$ cat config.mk
export PLATFORM = sky130hd
export DESIGN_NAME = tls_cmd_sequencer
export DESIGN_NICKNAME = d
export VERILOG_FILES = /design/src/rtl/tls_pkg.sv /design/src/rtl/tls_cmd_decode.sv /design/src/rtl/tls_cmd_sequencer.sv
export SDC_FILE = /design/constraint.sdc
export NUM_CORES = 1
export LEC_CHECK = 0
export BUFFER_PORTS_ARGS = -buffer_cell sky130_fd_sc_hd__buf_2
export CAP_MARGIN = 20
export CORE_ASPECT_RATIO = 1.2
export CORE_MARGIN = 3
export CORE_UTILIZATION = 40
export DETAILED_ROUTE_END_ITERATION = 16
export PLACE_DENSITY = 0.72
export SLEW_MARGIN = 5
export SYNTH_ARGS = -nofsm -noshare
export SYNTH_HDL_FRONTEND = slang
export SYNTH_SLANG_ARGS = --single-unit
$ cat constraint.sdc
create_clock -name clk -period 1.8 [get_ports clk]
set_clock_uncertainty 0.15 [all_clocks]
set_input_delay 0.27 -clock clk [delete_from_list [all_inputs] [get_ports clk]]
set_output_delay 0.27 -clock clk [all_outputs]
set_load 0.1 [all_outputs]
$ cat src/rtl/tls_pkg.sv
// rtl/tls_pkg.sv - shared constants and types for the traffic-light command sequencer
//
// Purpose: opcode encodings, default field width, default phase durations and
//          the sequencer state enum, shared by tls_cmd_decode and tls_cmd_sequencer.
// Ports:   none (package).
package tls_pkg;

  localparam int TLS_CNT_W = 4;

  localparam logic [1:0] OP_NOP  = 2'b00;
  localparam logic [1:0] OP_SET  = 2'b01;
  localparam logic [1:0] OP_STOP = 2'b10;
  localparam logic [1:0] OP_JUMP = 2'b11;

  localparam logic [TLS_CNT_W-1:0] TLS_DEF_G = 4'd5;
  localparam logic [TLS_CNT_W-1:0] TLS_DEF_Y = 4'd2;
  localparam logic [TLS_CNT_W-1:0] TLS_DEF_R = 4'd6;

  typedef enum logic {
    INIT = 1'b0,
    IDLE = 1'b1
  } state_t;

endpackage

$ cat src/rtl/tls_cmd_decode.sv
// rtl/tls_cmd_decode.sv - combinational opcode/field decoder for the command sequencer
//
// Purpose: splits cmd_data into G/Y/R duration fields and classifies the opcode.
//          Qualification with the handshake is left to the caller.
// Ports:
//   cmd_op      in   opcode (OP_NOP/OP_SET/OP_STOP/OP_JUMP)
//   cmd_data    in   {G,Y,R} for SET
//   g_field     out  green duration field (MSBs)
//   y_field     out  yellow duration field
//   r_field     out  red duration field (LSBs)
//   is_set_ok   out  SET with all fields non-zero
//   is_set_bad  out  SET with at least one zero field
//   is_stop     out  STOP opcode
//   is_jump     out  JUMP opcode
module tls_cmd_decode
  import tls_pkg::*;
#(
  parameter int CNT_W = TLS_CNT_W
) (
  input  logic [1:0]         cmd_op,
  input  logic [3*CNT_W-1:0] cmd_data,
  output logic [CNT_W-1:0]   g_field,
  output logic [CNT_W-1:0]   y_field,
  output logic [CNT_W-1:0]   r_field,
  output logic               is_set_ok,
  output logic               is_set_bad,
  output logic               is_stop,
  output logic               is_jump
);

  logic is_set;
  logic any_zero;

  assign g_field = cmd_data[3*CNT_W-1:2*CNT_W];
  assign y_field = cmd_data[2*CNT_W-1:CNT_W];
  assign r_field = cmd_data[CNT_W-1:0];

  // A zero duration would stall the controller in that phase, so it is illegal.
  assign any_zero   = (g_field == '0) || (y_field == '0) || (r_field == '0);
  assign is_set     = (cmd_op == OP_SET);
  assign is_set_ok  = is_set && !any_zero;
  assign is_set_bad = is_set && any_zero;
  assign is_stop    = (cmd_op == OP_STOP);
  assign is_jump    = (cmd_op == OP_JUMP);

endmodule

$ cat src/rtl/tls_cmd_sequencer.sv
// rtl/tls_cmd_sequencer.sv - command front-end driving Set/Stop/Jump and durations of the traffic-light controller
//
// Purpose: accepts opcode commands over valid/ready, loads default durations
//          after reset, rejects zero durations, defers Jump while Stop is held.
//          Optional status counters are built when TLS_CMD_STATUS_EN is defined.
// Ports:
//   clk, reset          clock; asynchronous active-high reset
//   cmd_valid/cmd_ready command handshake (ready depends on state only)
//   cmd_op, cmd_data    opcode and payload
//   err_clr             clears err_o
//   set_o, jump_o       one-cycle pulses to the controller
//   stop_o              Stop level to the controller
//   gin_o/yin_o/rin_o   registered phase durations
//   err_o               sticky: a SET was rejected
//   acc_cnt, rej_cnt    (TLS_CMD_STATUS_EN) saturating accepted/rejected counters
module tls_cmd_sequencer
  import tls_pkg::*;
#(
  parameter int               CNT_W = TLS_CNT_W,
  parameter logic [CNT_W-1:0] DEF_G = CNT_W'(TLS_DEF_G),
  parameter logic [CNT_W-1:0] DEF_Y = CNT_W'(TLS_DEF_Y),
  parameter logic [CNT_W-1:0] DEF_R = CNT_W'(TLS_DEF_R)
) (
  input  logic               clk,
  input  logic               reset,
  input  logic               cmd_valid,
  output logic               cmd_ready,
  input  logic [1:0]         cmd_op,
  input  logic [3*CNT_W-1:0] cmd_data,
  input  logic               err_clr,
  output logic               set_o,
  output logic               stop_o,
  output logic               jump_o,
  output logic [CNT_W-1:0]   gin_o,
  output logic [CNT_W-1:0]   yin_o,
  output logic [CNT_W-1:0]   rin_o,
  output logic               err_o
`ifdef TLS_CMD_STATUS_EN
  ,
  output logic [7:0]         acc_cnt,
  output logic [7:0]         rej_cnt
`endif
);

  state_t           state, state_next;
  logic             pending_jump, pend_next;
  logic             set_next, jump_next, stop_next, err_next;
  logic [CNT_W-1:0] g_next, y_next, r_next;
  logic [CNT_W-1:0] g_field, y_field, r_field;
  logic             is_set_ok, is_set_bad, is_stop, is_jump;
  logic             accept;
  logic             pend_release;

  tls_cmd_decode #(.CNT_W(CNT_W)) u_decode (
    .cmd_op     (cmd_op),
    .cmd_data   (cmd_data),
    .g_field    (g_field),
    .y_field    (y_field),
    .r_field    (r_field),
    .is_set_ok  (is_set_ok),
    .is_set_bad (is_set_bad),
    .is_stop    (is_stop),
    .is_jump    (is_jump)
  );

  assign cmd_ready    = (state == IDLE);
  assign accept       = cmd_valid && cmd_ready;
  // Release decision uses the registered stop level, so the deferred pulse
  // lands in the cycle after stop_o has been seen low.
  assign pend_release = pending_jump && !stop_o;

  always_ff @(posedge clk or posedge reset) begin
    if (reset) begin
      state <= INIT;
    end else begin
      state <= state_next;
    end
  end

  always_comb begin
    state_next = state;
    set_next   = 1'b0;
    jump_next  = 1'b0;
    stop_next  = stop_o;
    pend_next  = pending_jump;
    err_next   = err_o;
    g_next     = gin_o;
    y_next     = yin_o;
    r_next     = rin_o;

    case (state)
      INIT: begin
        // Durations already hold the defaults; announce them once.
        state_next = IDLE;
        set_next   = 1'b1;
      end
      default: state_next = IDLE;
    endcase

    if (pend_release) begin
      jump_next = 1'b1;
      pend_next = 1'b0;
    end

    if (accept) begin
      if (is_stop) begin
        stop_next = cmd_data[0];
      end
      if (is_jump) begin
        if (!stop_o) begin
          jump_next = 1'b1;
        end else begin
          pend_next = 1'b1;
        end
      end
      // A valid SET restarts the controller, so it supersedes any jump.
      if (is_set_ok) begin
        g_next    = g_field;
        y_next    = y_field;
        r_next    = r_field;
        set_next  = 1'b1;
        jump_next = 1'b0;
        pend_next = 1'b0;
      end
    end

    if (err_clr) begin
      err_next = 1'b0;
    end
    if (accept && is_set_bad) begin
      err_next = 1'b1;
    end
  end

  always_ff @(posedge clk or posedge reset) begin
    if (reset) begin
      set_o        <= 1'b0;
      stop_o       <= 1'b0;
      jump_o       <= 1'b0;
      pending_jump <= 1'b0;
      err_o        <= 1'b0;
      gin_o        <= DEF_G;
      yin_o        <= DEF_Y;
      rin_o        <= DEF_R;
    end else begin
      set_o        <= set_next;
      stop_o       <= stop_next;
      jump_o       <= jump_next;
      pending_jump <= pend_next;
      err_o        <= err_next;
      gin_o        <= g_next;
      yin_o        <= y_next;
      rin_o        <= r_next;
    end
  end

`ifdef TLS_CMD_STATUS_EN
  always_ff @(posedge clk or posedge reset) begin
    if (reset) begin
      acc_cnt <= 8'd0;
      rej_cnt <= 8'd0;
    end else begin
      if (accept && (acc_cnt != 8'hFF)) begin
        acc_cnt <= acc_cnt + 8'd1;
      end
      if (accept && is_set_bad && (rej_cnt != 8'hFF)) begin
        rej_cnt <= rej_cnt + 8'd1;
      end
    end
  end
`endif

endmodule

* Yosys cells after proc, flatten, opt, wreduce, memory -nomap -nowiden
Index checks and enable logic that the tools add are counted.
Storage, ports and cells: register bits after elaboration 18, input port bits 18, output and inout port bits 17
Operators by class: mux-type cells 15, eq/ne operators 3, reductions and logical operators 15
Operators with widths (count):
- 2-to-1 mux 1 bit | 15
- zero test 4 bit | 3
- logical AND 1 bit | 5
- equality test 2 bit, second input constant | 2
- AND reduction 2 bit | 2
- equality test 2 x 1 -> 1 bit, second input constant | 1
- zero test 1 bit | 2
- logical OR 1 bit | 2
- nonzero test 2 bit | 1

* Logic depth before layout (Yosys ltp)
depth in word-level cells 7, mapped depth 4, gate-level depth less buffers 3

* By module
From an unflattened synthesis, not the netlist that was laid out.
Second synthesis, totals: cell total of the unflattened synthesis 65, area total of the unflattened synthesis 862.1 um^2
Modules (own cells, without submodules):
- tls_cmd_sequencer | seq. area each 456.7 um^2, instances 1, cells an instance 44, area each 716.9 um^2
- tls_cmd_decode | seq. area each 0.0 um^2, instances 1, cells an instance 21, area each 145.1 um^2

* Worst setup path after synthesis
Ideal clock, no wire load.
kind register -> register, start point register state (netlist: cmd_ready), end point register gin_o[1], cell stages (with the launch flop) 5, data arrival time 2.093 ns, path slack -0.570 ns, cells stage by stage dfrtp_1 > nand4b_4 > nor4_4 > buf_6 > mux2_4
On the way: longest elaborated chain between the ends 2
RTL lines:
- from (decl) | RTL line tls_cmd_sequencer.sv:45 | state_t state, state_next;
- from (signal assigned) | RTL line tls_cmd_sequencer.sv:76 | state <= state_next;
- logical AND 1 bit | RTL line tls_cmd_sequencer.sv:67 | assign accept = cmd_valid && cmd_ready;
- AND reduction 2 bit (no source line)
- to (signal assigned) | RTL line tls_cmd_sequencer.sv:151 | gin_o <= g_next;
- to (decl) | RTL line tls_cmd_sequencer.sv:34 | output logic [CNT_W-1:0] gin_o,
Every way passes these cells. A chain may end at the register's enable or synchronous reset.

* Worst setup path in the final report
start point register yin_o[1], end point output port yin_o[1]
RTL lines:
- from (decl) | RTL line tls_cmd_sequencer.sv:35 | output logic [CNT_W-1:0] yin_o,
- from (signal assigned) | RTL line tls_cmd_sequencer.sv:152 | yin_o <= y_next;
No word-level cell between the ends.

==> impl_metrics.tcl <==
set metrics [dict create \
    status "finished clean" \
    nNetsFinal 107 \
    drc 0 \
    io_pins 35 \
    antenna_found_initial 0 \
    port_buffers 34 \
    hold_end "err_o" \
    synth-edff-count 0 \
    overflow 0 \
    cp_top_family "flip-flops" \
    die_x_microns 46.4 \
    vias 540 \
    layout_min_cycle_time_ps 1660 \
    dieArea_sq_um 2520 \
    critPathKind "flop to output pin" \
    row_count 16 \
    rr_worst_depth 4 \
    clkTransAtPathRegs_ps 100 \
    power_mw 1.58 \
    n_antenna_cell 0 \
    routabilityCongestion 0.695 \
    dr.pass1.iters 4 \
    path_buf_inv 1 \
    ys_types 18 \
    worst_setup_path_end_kind "output pin" \
    fin_area_sq_um 1040 \
    drt-wirelength-per-cell_microns 13.3 \
    vias_per_cell 5.09 \
    slowest_stage "dfstp_2" \
    yosysMostFrequentCell "dfrtp_1" \
    area.growth.synth_to_final_pct 33.1 \
    hold_path.class "input port to flop" \
    hold_depth 2 \
    start_util 0.449 \
    path_cells "buf_2" \
    syn_inst 48 \
    worstPathMaxFanout 2 \
    ant_nets 0 \
    power.density_nw_per_um2 1520 \
    grt_usage 0.128 \
    min_from "err_clr" \
    n_fill_cell 157 \
    cts_htree_levels 1 \
    synth_fp_nets 66 \
    cts_made_buffers 3 \
    yosysSeqAreaShare 0.584 \
    core_sq_um 1740 \
    cts_tree "yes" \
    max_stage_delay_ps 540 \
    synth_ff_type "dfrtp_1" \
    dp_hpwl_mm 1.13 \
    drtIter0Drc 3 \
    synthTopCellsByCount "13 x dfrtp_1, 7 x mux2_4, 5 x dfstp_2, 5 x mux2_1, 3 x nor4_2" \
    grt_max_degree 16 \
    grt_pass1_wl_mm 2.28 \
    max_cap_viol_count 0 \
    rsz0062_at_grt "no" \
    yosys.area.top_type_share 0.416 \
    placed_cell_area_sq_um 995 \
    synth.area.top_cells "dfrtp_1 42%, dfstp_2 17%, mux2_4 13%" \
    start_kind "flop" \
    slew_violations 0 \
    ys_warn_count 0 \
    post_cts.repair.setup_buffers 0 \
    ys_ff_latch 18 \
    async_flop_share 1.00 \
    cts_max_path_buffers 2 \
    rr_endpoint "yin_o[0]" \
    rrSetupSlack_ps 220 \
    cp.required_ps 1380 \
    max_freq_mhz 602 \
    clk-insertion-delay-late_ps 280 \
    numClockSinks 18 \
    crit_arrival_ps 1240 \
    cts-root-buf "clkbuf_4" \
    fp.dieH_microns 54.4 \
    finalSetupViolCount 0 \
    postSynthAreaPerCell_sq_um 16.3 \
    finalHoldViolations 0 \
    grt_pass1_vias 510 \
    ir_drop_v 0.000902 \
    synth_area_sq_um 782 \
    wirelength_mm 1.41 \
    drive_gt1_frac 0.670 \
    yosysTopAreaCell "dfrtp_1" \
    timing.rr.start "cmd_ready" \
    fin_crit_sh 0.924 \
    p_leak_nw 0.508 \
]
==> cell usage in the layout (no fill, tap or decap), types with 2 or more instances in the layout <==
master / netlist / layout
inv_1: 2 / 2
nor4_2: 3 / 3
clkbuf_4: 0 / 3
nor3_1: 2 / 2
dfrtp_1: 13 / 12
mux2_4: 7 / 7
dfstp_2: 5 / 5
mux2_1: 5 / 5
buf_2: 0 / 34
==> flip-flops by register name, summed over array words and instances, names as in the netlist <==
name	count
rin_o	4
pending_jump	1
yin_o	4
err_o	1
jump_o	1
gin_o	4
set_o	1
cmd_ready	1
stop_o	1
==> cells by family (layout without fill, tap and decap cells) <==
| logic type | Yosys count | in the layout | share of synthesized area |
|---|---|---|---|
| AO/OA/AOI/OAI | 2 | 2 | 0.0192 |
| multiplexers | 13 | 13 | 0.221 |
| flip-flops | 18 | 18 | 0.584 |
| AND/OR/NAND/NOR | 11 | 11 | 0.147 |
| buffers and inverters | 3 | 43 | 0.0240 |
| other | 1 | 1 | 0.00480 |
==> worst register-to-register path, cell delays in order, from the launching register on <==
cell	delay, ps
dfrtp_4	460
nand4b_4	130
nor4_4	200
buf_12	200
mux2_1	330
==> layout make-up <==
class | instances | area [sq um] | area share
sequential | 18 | 460 | 0.442
inverter | 2 | 7.51 | 0.00721
tap | 18 | 22.5 | 0.0216
timing repair buffer | 37 | 208 | 0.200
multi-input combinational | 27 | 307 | 0.294
clock buffer | 4 | 36.3 | 0.0349
==> timing repair <==
item | CTS | global route
hold endpoints to repair | 8 | 0
gates resized for setup | 0 | 0
hold buffers | 1 | 0
==> metrics by stage <==
stage	util	TNS, ps	instances	setup slack (ps)	hold slack, ps
floorplan	-	-339	48	-60.8	54.9
global placement	0.571	0	101	127	124
detailed placement	0.571	0	101	93.1	123
CTS	0.598	0	106	122	0.300
global route	0.598	0	106	88.8	1.53
finish	0.598	0	106	138	6.57
==> how the worst max path moves through the flow <==
stage / startpoint / end / depth (start not counted)
after floorplan: cmd_ready / gin_o[1] / 4
after global placement: cmd_data[3] / yin_o[0] / 5
after detailed placement: cmd_data[3] / yin_o[0] / 5
after CTS: gin_o[2] / gin_o[2] / 1
after global routing: gin_o[2] / gin_o[2] / 1
final: yin_o[1] / yin_o[1] / 1
==> per-layer routing <==
metal | routed length (microns) | track usage | share of wire
met1 | 608 | 0.175 | 0.43
met2 | 689 | 0.193 | 0.49
met3 | 90 | 0.0197 | 0.064
met4 | 23 | 0.0711 | 0.016
met5 | 0 | 0 | 0
==> power breakdown <==
group	internal [mW]	switching (mW)
sequential	0.502	0.0388
clock	0.123	0.117
combinational	0.147	0.657
total	0.772	0.813
Power figures use the tool's default switching activity.
